==> src/rtl/window_det_pkg.sv <==
// Shared types and helpers for the sliding-window k-of-N detector.
package window_det_pkg;

    // Largest window the ones counter is sized for.
    localparam int MAX_WIN_LEN = 64;

    // FILLING while fewer than WIN_LEN bits have been accepted; STEADY once the window is full.
    typedef enum logic {
        FILLING = 1'b0,
        STEADY  = 1'b1
    } phase_t;

    // Returns value+1, or value unchanged once it has reached max_value.
    // Callers zero-extend their operands and cast the result back to their own width.
    function automatic logic [63:0] sat_inc(input logic [63:0] value,
                                            input logic [63:0] max_value);
        return (value >= max_value) ? value : value + 64'd1;
    endfunction

endpackage

==> src/rtl/window_ones_counter.sv <==
// Sliding window over the last WIN_LEN accepted bits, with a warm-up fill counter
// and a running count of ones that is updated incrementally.
module window_ones_counter
    import window_det_pkg::*;
#(
    parameter  int WIN_LEN = 3,
    localparam int CNT_W   = $clog2(WIN_LEN + 1)
) (
    input  logic             clk,
    input  logic             rstb,
    input  logic             enable,
    input  logic             serial_in,
    output logic [CNT_W-1:0] ones_next,
    output logic             full_next,
    output logic [CNT_W-1:0] ones_count,
    output logic             window_full
);

    logic [WIN_LEN-1:0] window_q;
    logic [WIN_LEN-1:0] window_d;
    logic [CNT_W-1:0]   fill_q;
    logic [CNT_W-1:0]   fill_d;
    phase_t             phase_q;
    phase_t             phase_d;
    logic               oldest;

    // Newest bit enters at index 0; the bit about to leave sits at the top.
    assign oldest      = window_q[WIN_LEN-1];
    assign window_full = (phase_q == STEADY);

    // Next window, fill level, phase and ones count; enable=0 flushes everything to zero.
    always_comb begin
        // NOTE: every output of this block gets a default first, so no path leaves one unassigned and no latch is inferred.
        window_d  = '0;
        fill_d    = '0;
        ones_next = '0;
        full_next = 1'b0;
        phase_d   = FILLING;
        if (enable) begin
            window_d  = {window_q[WIN_LEN-2:0], serial_in};
            fill_d    = (phase_q == STEADY) ? fill_q : fill_q + CNT_W'(1);
            full_next = (fill_d == CNT_W'(WIN_LEN));
            // Modular CNT_W arithmetic: intermediate wrap cancels, the result is always 0..WIN_LEN.
            ones_next = ones_count + CNT_W'(serial_in)
                      - ((phase_q == STEADY) ? CNT_W'(oldest) : CNT_W'(0));
            phase_d   = full_next ? STEADY : FILLING;
        end
    end

    // Window state registers.
    always_ff @(posedge clk or negedge rstb) begin
        // NOTE: the window is a flop vector rather than a RAM, so it takes the async reset like every other register here.
        if (!rstb) begin
            window_q   <= '0;
            fill_q     <= '0;
            ones_count <= '0;
            phase_q    <= FILLING;
        end else begin
            // NOTE: sequential state uses non-blocking assignments so all registers update from the same pre-edge values.
            window_q   <= window_d;
            fill_q     <= fill_d;
            ones_count <= ones_next;
            phase_q    <= phase_d;
        end
    end

endmodule

==> src/rtl/window_kofn_detector.sv <==
// k-of-N detector: flags when the ones count of the last WIN_LEN accepted bits
// lies in [thr_lo, thr_hi], with level/edge reporting and saturating hit statistics.
module window_kofn_detector
    import window_det_pkg::*;
#(
    parameter  int WIN_LEN = 3,
    localparam int CNT_W   = $clog2(WIN_LEN + 1),
    parameter  int HIT_W   = 16
) (
    input  logic             clk,
    input  logic             rstb,
    input  logic             enable,
    input  logic             serial_in,
    input  logic [CNT_W-1:0] thr_lo,
    input  logic [CNT_W-1:0] thr_hi,
    input  logic             edge_mode,
    input  logic             clr_stats,
    output logic             detected,
    output logic [CNT_W-1:0] ones_count,
    output logic             window_full,
    output logic [HIT_W-1:0] hit_cnt,
    output logic             sticky
);

    localparam logic [HIT_W-1:0] HIT_MAX = '1;

    logic [CNT_W-1:0] ones_next;
    logic             full_next;
    logic             match_i;
    logic             match_prev;
    logic             det_next;
    logic [HIT_W-1:0] hit_next;
    logic             sticky_next;

    window_ones_counter #(
        .WIN_LEN (WIN_LEN)
    ) u_counter (
        .clk         (clk),
        .rstb        (rstb),
        .enable      (enable),
        .serial_in   (serial_in),
        .ones_next   (ones_next),
        .full_next   (full_next),
        .ones_count  (ones_count),
        .window_full (window_full)
    );

    // Range match on the post-update count; full_next is 0 while filling or flushing.
    // thr_lo > thr_hi, or bounds beyond WIN_LEN, fall out of the compare naturally.
    always_comb begin
        match_i  = full_next && (thr_lo <= ones_next) && (ones_next <= thr_hi);
        det_next = edge_mode ? (match_i && !match_prev) : match_i;
    end

    // Hit statistics: only enabled edges update them, and clear beats a simultaneous hit.
    always_comb begin
        hit_next    = hit_cnt;
        sticky_next = sticky;
        if (enable) begin
            if (clr_stats) begin
                hit_next    = '0;
                sticky_next = 1'b0;
            end else if (det_next) begin
                hit_next    = HIT_W'(sat_inc(64'(hit_cnt), 64'(HIT_MAX)));
                sticky_next = 1'b1;
            end
        end
    end

    // Output and history registers; match_i is already 0 on flush cycles.
    always_ff @(posedge clk or negedge rstb) begin
        if (!rstb) begin
            detected   <= 1'b0;
            match_prev <= 1'b0;
            hit_cnt    <= '0;
            sticky     <= 1'b0;
        end else begin
            detected   <= det_next;
            match_prev <= match_i;
            hit_cnt    <= hit_next;
            sticky     <= sticky_next;
        end
    end

endmodule

==> config.mk <==
export PLATFORM = sky130hd
export DESIGN_NAME = window_kofn_detector
export DESIGN_NICKNAME = d
export VERILOG_FILES = /design/src/rtl/window_det_pkg.sv /design/src/rtl/window_ones_counter.sv /design/src/rtl/window_kofn_detector.sv
export SDC_FILE = /design/constraint.sdc
export NUM_CORES = 1
export LEC_CHECK = 0
export ABC_AREA = 1
export BUFFER_PORTS_ARGS = -buffer_cell sky130_fd_sc_hd__buf_2
export CORE_MARGIN = 2
export CORE_UTILIZATION = 45
export DETAILED_ROUTE_END_ITERATION = 16
export PLACE_DENSITY = 0.66
export SYNTH_ARGS = -nofsm -noshare
export SYNTH_HDL_FRONTEND = slang
export SYNTH_SLANG_ARGS = --single-unit
==> constraint.sdc <==
create_clock -name clk -period 2.7 [get_ports clk]
set_clock_uncertainty 0.2 [all_clocks]
set_input_delay 0.135 -clock clk [delete_from_list [all_inputs] [get_ports clk]]
set_output_delay 0.135 -clock clk [all_outputs]
set_load 0.05 [all_outputs]
==> results.txt, run 1 <==
IO Pins = 31
Clock power share = 24.2%
Overall routing resource usage = 18.7%
Worst Max-Slew Pin Slew = 610 ps
Synthesized cell area = 1760 sq um
Crit Path Category = register to register
Hold Fails Final Rpt = 0
Die area = 4430 sq um
Tmin final = 2610 ps
Final net count = 304
Crit-path cells = nand2_1, inv_1, ha_1, inv_1, ha_2, nand2_2, nand2_2, nor2_4, inv_2, ha_4, nand2_2, nand2_2, nand2_2, nand4_4, nand2_4, nand3_4, nand2_2, nand2_2
Comb pwr share = 27.9%
CTS root buf = clkbuf_8
Most frequent cells in the layout = 74 x nand2_1, 31 x inv_1, 30 x nor2_1, 30 x buf_2, 25 x dfrtp_1
Power Internal = 0.619 mW
Netlist cell types = 29
Avg Cell Area, Syn = 7.13 sq um
First-pass GRT wire length = 6400 um
Residual DRC count = 0
Die width = 66.5 um
Period utilization = 96.7%
P per Cell Area = 448 nW/um^2
Switching share of power = 36.3%
Area growth syn-to-layout = 23.3%
Final setup viols = 0
Placed cell count = 323
Row Count = 22
GPL Wtd Cong = 0.869
Largest fanout on the critical path = 8
Drt initial violations = 102
Relative slew slack = 59.3%
Vias in the first global route = 1,391
Outcome = complete, no violations
Placeable Area = 3720 sq um
Drt first pass iters = 4
HP Class = input pin to register
Initial Utilization = 47.4%
Final ANT Viol Nets = 0
Synth warn = 0
Clk sinks = 27
Vias = 1,640
Vias per cell = 4.91
Pleak = 1.14 nW
Antenna diode count = 0
Maximum operating frequency = 383 MHz
Sequential fraction of the synthesis area = 38.4%
Switching Power = 0.353 mW
Clk slew on worst S/H paths = 100 ps
Max Root-Sink Buffers = 2
Post-Synthesis Cells = 247
WL per Instance = 11.5 um
Most common library cell in the layout ignoring fill and taps = nand2_1
Final max-slew violation count = 0
Crit-path most repeated cell = nand2_2
Slowest Stage Delay on Critical Path = 420 ps
Num CTS Buffers = 3
Htree depth = 1
Largest net degree at the start of global routing = 28
Fin worst setup slack = 88.9 ps
Crit end category = register
TritonCTS clock tree = built
Layout cell share with drive strength beyond 1 = 26.9%
Crit path required time = 2670 ps
CP max stage cell = dfrtp_2
DP Worst Slack = 34.1 ps
Post-route setup TNS = 0 ps
Seq pwr share = 47.8%
Unrepaired setup endpoints after global routing = yes
Data arrival time of the worst path = 2590 ps
Port bufs = 30
Grt total ovfl = 0
Post-DP HPWL = 2700 um
Syn_nets = 264
Later-pin clock latency in the skew report = 280 ps
Total Wirelength = 3850 um
Initial antenna violation count = 0
Type of origin of the critical path = register
Yosys reg bits = 27
Die height = 66.5 um
Worst VDD drop = 223 uV
Cell Count, Final, Fillers Out = 334
Max cap viols = 0
[worst paths after layout]
path	startpoint	end	slack, ps	cells after the start
setup / recovery	u_counter.window_full$_DFF_PN0_	hit_cnt[12]$_DFFE_PN0P_	90	18
hold / removal	edge_mode	detected$_DFF_PN0_	4	4
setup reg to reg	u_counter.window_full$_DFF_PN0_	hit_cnt[12]$_DFFE_PN0P_	90	18
hold reg to reg	u_counter.window_q[0]$_DFF_PN0_	u_counter.window_q[1]$_DFF_PN0_	250	2
max in group asynchronous	rstb	u_counter.window_full$_DFF_PN0_	1680	2
min in group asynchronous	rstb	u_counter.fill_q[0]$_DFF_PN0_	190	2
[synthesized netlist by cell type, drive strengths merged]
library cell  count  share of area [%]
inv              32                6.8
xnor2             2                1.0
or2               1               0.36
o21bai            2                1.1
a211oi            1               0.43
a21boi            1               0.43
nor3              2                1.2
xor2              2                1.0
ha                7                5.0
nor2             36                8.5
nand3            19                6.4
dfrtp            27                 38
a21oi             1               0.28
o21ai             2               0.57
clkbuf            4               0.85
nand4            13                5.0
nand3b            1                1.1
nand2            92                 20
buf               2                1.3
[power by group through the flow]
| stage | Sequential [mW] | Clock [mW] | Combinational, mW |
|---|---|---|---|
| after floorplan | 0.550 | 0 | 0.107 |
| after detailed placement | 0.474 | 0 | 0.248 |
| after global routing | 0.471 | 0.260 | 0.300 |
| final | 0.465 | 0.236 | 0.272 |
| after global placement | 0.472 | 0 | 0.246 |
| after CTS | 0.465 | 0.247 | 0.254 |
[registers in the layout (all words and copies together), names as in the netlist]
| name | count |
|---|---|
| hit_cnt | 16 |
| u_counter.window_full | 1 |
| match_prev | 1 |
| u_counter.fill_q | 2 |
| u_counter.ones_count | 2 |
| sticky | 1 |
| u_counter.window_q | 3 |
| detected | 1 |
[area by class of cell]
cell class / count / area (sq um)
timing repair buffer: 40 / 239
clock buffer: 4 / 45.0
multi-input combinational: 183 / 1030
fill: 385 / 1550
inverter: 32 / 120
sequential: 27 / 678
tap: 48 / 60.1
[stage by stage]
step	total power, mW	cell area [sq um]	util, %	hold slack [ps]
finish	0.972	2170	58.4	3.71
global route	1.03	2170	58.4	30.3
CTS	0.966	2070	55.8	4.44
detailed placement	0.722	1990	53.5	-15.1
global placement	0.718	1990	53.5	-23.7
floorplan	0.657	1780	-	-361
[cells by family (layout without fill, tap and decap cells)]
| family | Yosys count | in the layout | share of synthesized area (%) |
|---|---|---|---|
| AND/OR/NAND/NOR | 164 | 165 | 42.9 |
| buffers and inverters | 38 | 76 | 8.96 |
| flip-flops | 27 | 27 | 38.4 |
| adder cells (fa/ha/maj) | 7 | 7 | 4.97 |
| AO/OA/AOI/OAI | 7 | 7 | 2.77 |
| XOR/XNOR | 4 | 4 | 1.99 |
[routing by layer]
layer  part of all wire (%)  GRT usage, %
met1                     52          27.3
met2                     42          28.0
met3                    4.3          2.53
met4                    2.1          6.89
met5                      0             0
[critical path, delay by kind of cell (launching register included)]
| family | cells | cell delay (ps) |
|---|---|---|
| adders and majority gates | 3 | 630 |
| DFF | 1 | 420 |
| and+or+nand+nor | 12 | 1120 |
| buffers and inverters | 3 | 140 |
[repair_timing]
action,CTS,global route
endpoints found under the setup margin,0,16
hold buffers,4,0
buffers inserted,0,2
gates resized for setup,0,19
hold endpoints to repair,30,0
No activity file was read; power rests on OpenSTA's default activity.
==> run 2: changes to the inputs <==
- BUFFER_PORTS_ARGS: -buffer_cell sky130_fd_sc_hd__buf_2 -> -buffer_cell sky130_fd_sc_hd__clkbuf_2
- CORE_MARGIN: 2 -> not set
==> results.txt, run 2 (synthesis results as in run 1) <==
Outcome = complete, no violations
Num CTS Buffers = 3 (unchanged)
Gr busiest metal = met2
Max reg flops = 16 (unchanged)
Initial Utilization = 47.4% (unchanged)
Post-Place Cell Area = 1990 sq um (unchanged)
Maximum operating frequency = 382 MHz (-0.16%)
R2R depth = 18 (unchanged)
HP Start = edge_mode
Grt met3 use = 2.29% (-0.25 points)
Total Wirelength = 3910 um (+1.5%)
Largest fanout on the critical path = 8 (unchanged)
TritonCTS clock tree = built
Hold Fails Final Rpt = 0 (unchanged)
Grt total ovfl = 0 (unchanged)
Crit end category = register
Die width = 64.5 um (-3.0%)
Final ANT Viol Nets = 0 (unchanged)
R2r startpoint = u_counter.window_full$_DFF_PN0_
Die area = 4170 sq um (-5.9%)
GR Layer Usage met2 = 31.7% (+3.7 points)
GPL Wtd Cong = 0.806 (-7.2%)
Layout cell share with drive strength beyond 1 = 28.5% (+1.6 points)
Crit path required time = 2670 ps (about the same)
Area growth syn-to-layout = 23.5%
Clk sinks = 27 (unchanged)
Crit Path Category = register to register
Port bufs = 30 (unchanged)
CTS root buf = clkbuf_8
Final setup viols = 0 (unchanged)
R2R Setup Slk = 80 ps (about the same)
Worst VDD drop = 222 uV (-0.60%)
Worst Max-Slew Pin Slew = 681 ps (+71.5 ps)
Vias in the first global route = 1,464 (+5.2%)
Vias = 1,612 (-1.7%)
Post-DP HPWL = 2760 um (+2.3%)
Reg2Reg Capture Point = hit_cnt[4]$_DFFE_PN0P_
Residual DRC count = 0 (unchanged)
Most frequent cells in the layout = 74 x nand2_1, 30 x nor2_1, 30 x clkbuf_2
Drt first pass iters = 4 (unchanged)
HP Class = input pin to register
Hold Crit Depth = 4 (unchanged)
P per Cell Area = 450 nW/um^2 (+0.35%)
Hold endpoint = detected$_DFF_PN0_
Vias per cell = 4.86 (-1.1%)
Row Count = 22 (unchanged)
Tmin final = 2620 ps (+4.07 ps)
Largest net degree at the start of global routing = 28 (unchanged)
Overall routing resource usage = 20.0% (+1.3 points)
Drt initial violations = 60 (-41%)
Die height = 64.5 um (-3.0%)
Fill cells = 387 (+0.52%)
Final max-slew violation count = 0 (unchanged)
Unrepaired setup endpoints after global routing = yes
Most common library cell in the layout ignoring fill and taps = nand2_1
Pleak = 1.12 nW (-1.7%)
Htree depth = 1 (unchanged)
WL per Instance = 11.8 um (+2.1%)
Most flops, register = hit_cnt
Final net count = 302 (-0.66%)
Met1 GRT Util = 28.2% (+0.84 points)
Final hold slack = 10.6 ps (+6.86 ps)
Later-pin clock latency in the skew report = 280 ps (about the same)
Largest regs = hit_cnt: 16 flops, u_counter.window_q: 3 flops
Power, Total = 0.978 mW (+0.52%)
Period utilization = 96.9% (+0.15 points)
Post-route cell area = 2170 sq um (+0.17%)
Crit path launch = u_counter.window_full$_DFF_PN0_
Max cap viols = 0 (unchanged)
Antenna diode count = 0 (unchanged)
Type of origin of the critical path = register
Data arrival time of the worst path = 2590 ps (about the same)
First-pass GRT wire length = 6530 um (+1.9%)
Relative slew slack = 54.6% (-4.8 points)
Clk slew on worst S/H paths = 100 ps (about the same)
Placeable Area = 3720 sq um (unchanged)
IO Pins = 31 (unchanged)
Initial antenna violation count = 0 (unchanged)
Max Root-Sink Buffers = 2 (unchanged)
run 2: worst max-delay path by stage:
stage                               to  slack [ps]  cells past startpoint
3_5_place_dp    hit_cnt[3]$_DFFE_PN0P_          -1                     18
3_3_place_gp   hit_cnt[12]$_DFFE_PN0P_         110                     18
5_1_grt        hit_cnt[11]$_DFFE_PN0P_         -50                     18
6_report        hit_cnt[4]$_DFFE_PN0P_          80                     18
4_1_cts         hit_cnt[3]$_DFFE_PN0P_          -7                     18
2_1_floorplan   hit_cnt[5]$_DFFE_PN0P_         -20                     19
run 2: where the power goes:
part	internal, mW	leakage [nW]	switching, mW
clock network	0.104	0.0255	0.133
logic	0.0807	0.737	0.193
registers	0.433	0.361	0.0345
total	0.617	1.12	0.361
run 2: through the flow:
stage	util (%)	setup slack, ps	setup TNS, ps	std cells
finish	58.5	84.8	0	332
floorplan	-	-20.7	-179	247
global route	58.5	-49.4	-441	332
detailed placement	53.5	-1.28	-1.28	323
global placement	53.5	109	0	323
CTS	55.3	-6.94	-14.1	329
run 2: repair_timing:
| action | CTS | global route |
|---|---|---|
| hold buffers | 2 | 0 |
| setup endpoints to repair | 3 | 17 |
| setup buffers | 0 | 2 |
| gates resized for setup | 0 | 23 |
| endpoints found under the hold margin | 28 | 0 |
| pin swaps | 0 | 7 |
| cloned | 0 | 1 |
run 2: final cells by class:
cell class	count	area (sq um)	share of cell area, %
Clock buffer	3	41.3	1.90
Clock inverter	1	5.00	0.230
Inverter	32	120	5.52
Multi-Input combinational cell	183	1050	48.3
Sequential cell	27	678	31.2
Tap cell	48	60.1	2.76
Timing Repair Buffer	38	219	10.1
run 2: critical path, stage by stage, from the launching register on:
cell,delay [ps]
dfrtp_2,420
nand2_2,60
inv_2,40
ha_4,250
inv_2,40
ha_4,150
nand2_2,60
nand2_2,60
nor2_4,160
inv_2,60
ha_4,220
nand2_2,70
nand2_2,50
nand2_2,80
nand4_4,130
nand2_4,130
nand3_4,160
nand2_2,120
nand2_2,50
run 2: metal layers:
metal  vias up  part of all wire, %
met5         -                    0
met4         0                  1.4
met3         5                  3.3
met2        28                   44
met1       731                   51
li1        848                    -
==> run 3: changes to the inputs <==
- MAX_ROUTING_LAYER: not set -> met4
==> results.txt, run 3 (synthesis results as in run 1) <==
Outcome = complete, no violations
WL per Instance = 11.7 um (-0.64%)
HP Start = edge_mode
Pleak = 1.12 nW (about the same)
Fin worst setup slack = 79.4 ps (-5.38 ps)
Area growth syn-to-layout = 23.7%
R2r startpoint = u_counter.window_full$_DFF_PN0_
Total Wirelength = 3880 um (-0.64%)
Final setup viols = 0 (unchanged)
Later-pin clock latency in the skew report = 280 ps (about the same)
Max cap viols = 0 (unchanged)
Final max-slew violation count = 0 (unchanged)
Cell Count, Final, Fillers Out = 332 (unchanged)
Placed cell count = 323 (unchanged)
Clk slew on worst S/H paths = 100 ps (about the same)
P per Cell Area = 449 nW/um^2 (about the same)
Most frequent cells in the layout = 73 x nand2_1, 30 x nor2_1, 30 x clkbuf_2
Period utilization = 97.1% (+0.20 points)
Hold Crit Depth = 4 (unchanged)
Comb pwr share = 28.0% (about the same)
Worst Max-Slew Pin Slew = 681 ps (+0.138 ps)
CP max stage cell = dfrtp_2
Most flops, register = hit_cnt
TritonCTS clock tree = built
Switching share of power = 36.9% (about the same)
Post-Place Cell Area = 1990 sq um (unchanged)
Largest net degree at the start of global routing = 28 (unchanged)
Row Count = 22 (unchanged)
GR Layer Usage met2 = 31.8% (+0.13 points)
Die width = 64.5 um (unchanged)
HP Class = input pin to register
Crit end category = register
Vias in the first global route = 1,463 (-0.068%)
Max reg flops = 16 (unchanged)
Placeable Area = 3720 sq um (unchanged)
Buf/Inv on CP = 3 (unchanged)
Initial antenna violation count = 0 (unchanged)
Drt first pass iters = 4 (unchanged)
WP depth = 18 (unchanged)
Die height = 64.5 um (unchanged)
Slowest Stage Delay on Critical Path = 420 ps (about the same)
Seq pwr share = 47.8% (about the same)
Clock power share = 24.2% (about the same)
Data arrival time of the worst path = 2590 ps (about the same)
Unrepaired setup endpoints after global routing = yes
R2R depth = 18 (unchanged)
Layout cell share with drive strength beyond 1 = 28.9% (+0.35 points)
Vias per cell = 4.89 (+0.68%)
Hold Fails Final Rpt = 0 (unchanged)
Htree depth = 1 (unchanged)
Crit-path most repeated cell = nand2_2
Overall routing resource usage = 20.6% (+0.52 points)
Num CTS Buffers = 3 (unchanged)
Final ANT Viol Nets = 0 (unchanged)
IO Pins = 31 (unchanged)
Type of origin of the critical path = register
Met1 GRT Util = 27.9% (-0.22 points)
Crit-path cells = nand2_2, inv_2, ha_4, inv_2, ha_4, nand2_2, nand2_2, nor2_4, inv_2, ha_4, nand2_2, nand2_2, nand2_2, nand4_4, nand2_4, nand3_4, nand2_2, nand2_2
Vias = 1,623 (+0.68%)
Port bufs = 30 (unchanged)
Hold endpoint = detected$_DFF_PN0_
Initial Utilization = 47.4% (unchanged)
Largest fanout on the critical path = 8 (unchanged)
Switching Power = 0.361 mW (about the same)
Worst VDD drop = 222 uV (about the same)
Relative slew slack = 54.6% (about the same)
Max Root-Sink Buffers = 2 (unchanged)
Final net count = 302 (unchanged)
Crit Path Category = register to register
CTS root buf = clkbuf_8
Tmin final = 2620 ps (+5.38 ps)
Drt initial violations = 59 (-1.7%)
Reg2Reg Capture Point = hit_cnt[4]$_DFFE_PN0P_
Post-DP HPWL = 2760 um (unchanged)
Die area = 4170 sq um (unchanged)
Residual DRC count = 0 (unchanged)
Grt met3 use = 2.29% (unchanged)
Finished Core Util = 58.6% (+0.067 points)
Post-route cell area = 2180 sq um (+0.11%)
Maximum operating frequency = 382 MHz (-0.21%)
GPL Wtd Cong = 0.818 (+1.5%)
Gr busiest metal = met2
R2R Setup Slk = 80 ps (about the same)
Most common library cell in the layout ignoring fill and taps = nand2_1
Top delay family on crit path = simple AND/OR/NAND/NOR gates
Grt total ovfl = 0 (unchanged)
Crit path required time = 2670 ps (about the same)
Clk sinks = 27 (unchanged)
First-pass GRT wire length = 6530 um (unchanged)
Antenna diode count = 0 (unchanged)
Largest regs = hit_cnt: 16 flops, u_counter.window_q: 3 flops
DP Worst Slack = -1.28 ps (unchanged)
Power Internal = 0.617 mW (about the same)
run 3: timing repair:
item	4_1_cts	5_1_grt
gates resized for setup	0	24
pin swaps	0	9
cloned	0	1
endpoints found under the setup margin	3	17
setup buffers	0	2
hold buffers	2	0
endpoints found under the hold margin	28	0
run 3: worst max-delay path by stage:
stage	start	endpoint	slack, ps
3_5_place_dp	u_counter.window_full$_DFF_PN0_	hit_cnt[3]$_DFFE_PN0P_	-1
4_1_cts	u_counter.window_full$_DFF_PN0_	hit_cnt[3]$_DFFE_PN0P_	-7
6_report	u_counter.window_full$_DFF_PN0_	hit_cnt[4]$_DFFE_PN0P_	80
5_1_grt	u_counter.window_full$_DFF_PN0_	hit_cnt[6]$_DFFE_PN0P_	-60
2_1_floorplan	u_counter.window_full$_DFF_PN0_	hit_cnt[5]$_DFFE_PN0P_	-20
3_3_place_gp	u_counter.window_full$_DFF_PN0_	hit_cnt[12]$_DFFE_PN0P_	110
run 3: worst min-delay path, stage by stage:
cell and delay, ps:
clkbuf_2 80, nand2_1 80, nand4_4 130, inv_1 40
run 3: power by group through the flow:
| stage | Sequential, mW | Combinational (mW) | Clock [mW] |
|---|---|---|---|
| final | 0.467 | 0.274 | 0.237 |
| after global routing | 0.473 | 0.302 | 0.252 |
| after CTS | 0.467 | 0.251 | 0.242 |
| after detailed placement | 0.475 | 0.248 | 0 |
| after global placement | 0.473 | 0.245 | 0 |
| after floorplan | 0.550 | 0.107 | 0 |
run 3: stage by stage:
step	hold slack [ps]	TNS (ps)	power, mW
2_1_floorplan	-361	-179	0.657
3_3_place_gp	1.86	0	0.718
3_5_place_dp	15.3	-1.28	0.724
4_1_cts	7.47	-14.1	0.960
5_1_grt	33.5	-547	1.03
6_report	10.8	0	0.978
run 3: area by class of cell:
type,count,area (sq um)
inverters,32,120
repair buffers,38,219
multi-input cells,183,1050
clock inverters,1,5.00
clock buffers,3,41.3
well taps,48,60.1
fillers,386,1540
flip-flops and latches,27,678
run 3: routing by layer:
metal	vias up	part of all wire [%]
li1	849	-
met1	739	51
met2	30	44
met3	5	3.6
met4	0	1.3
met5	-	0
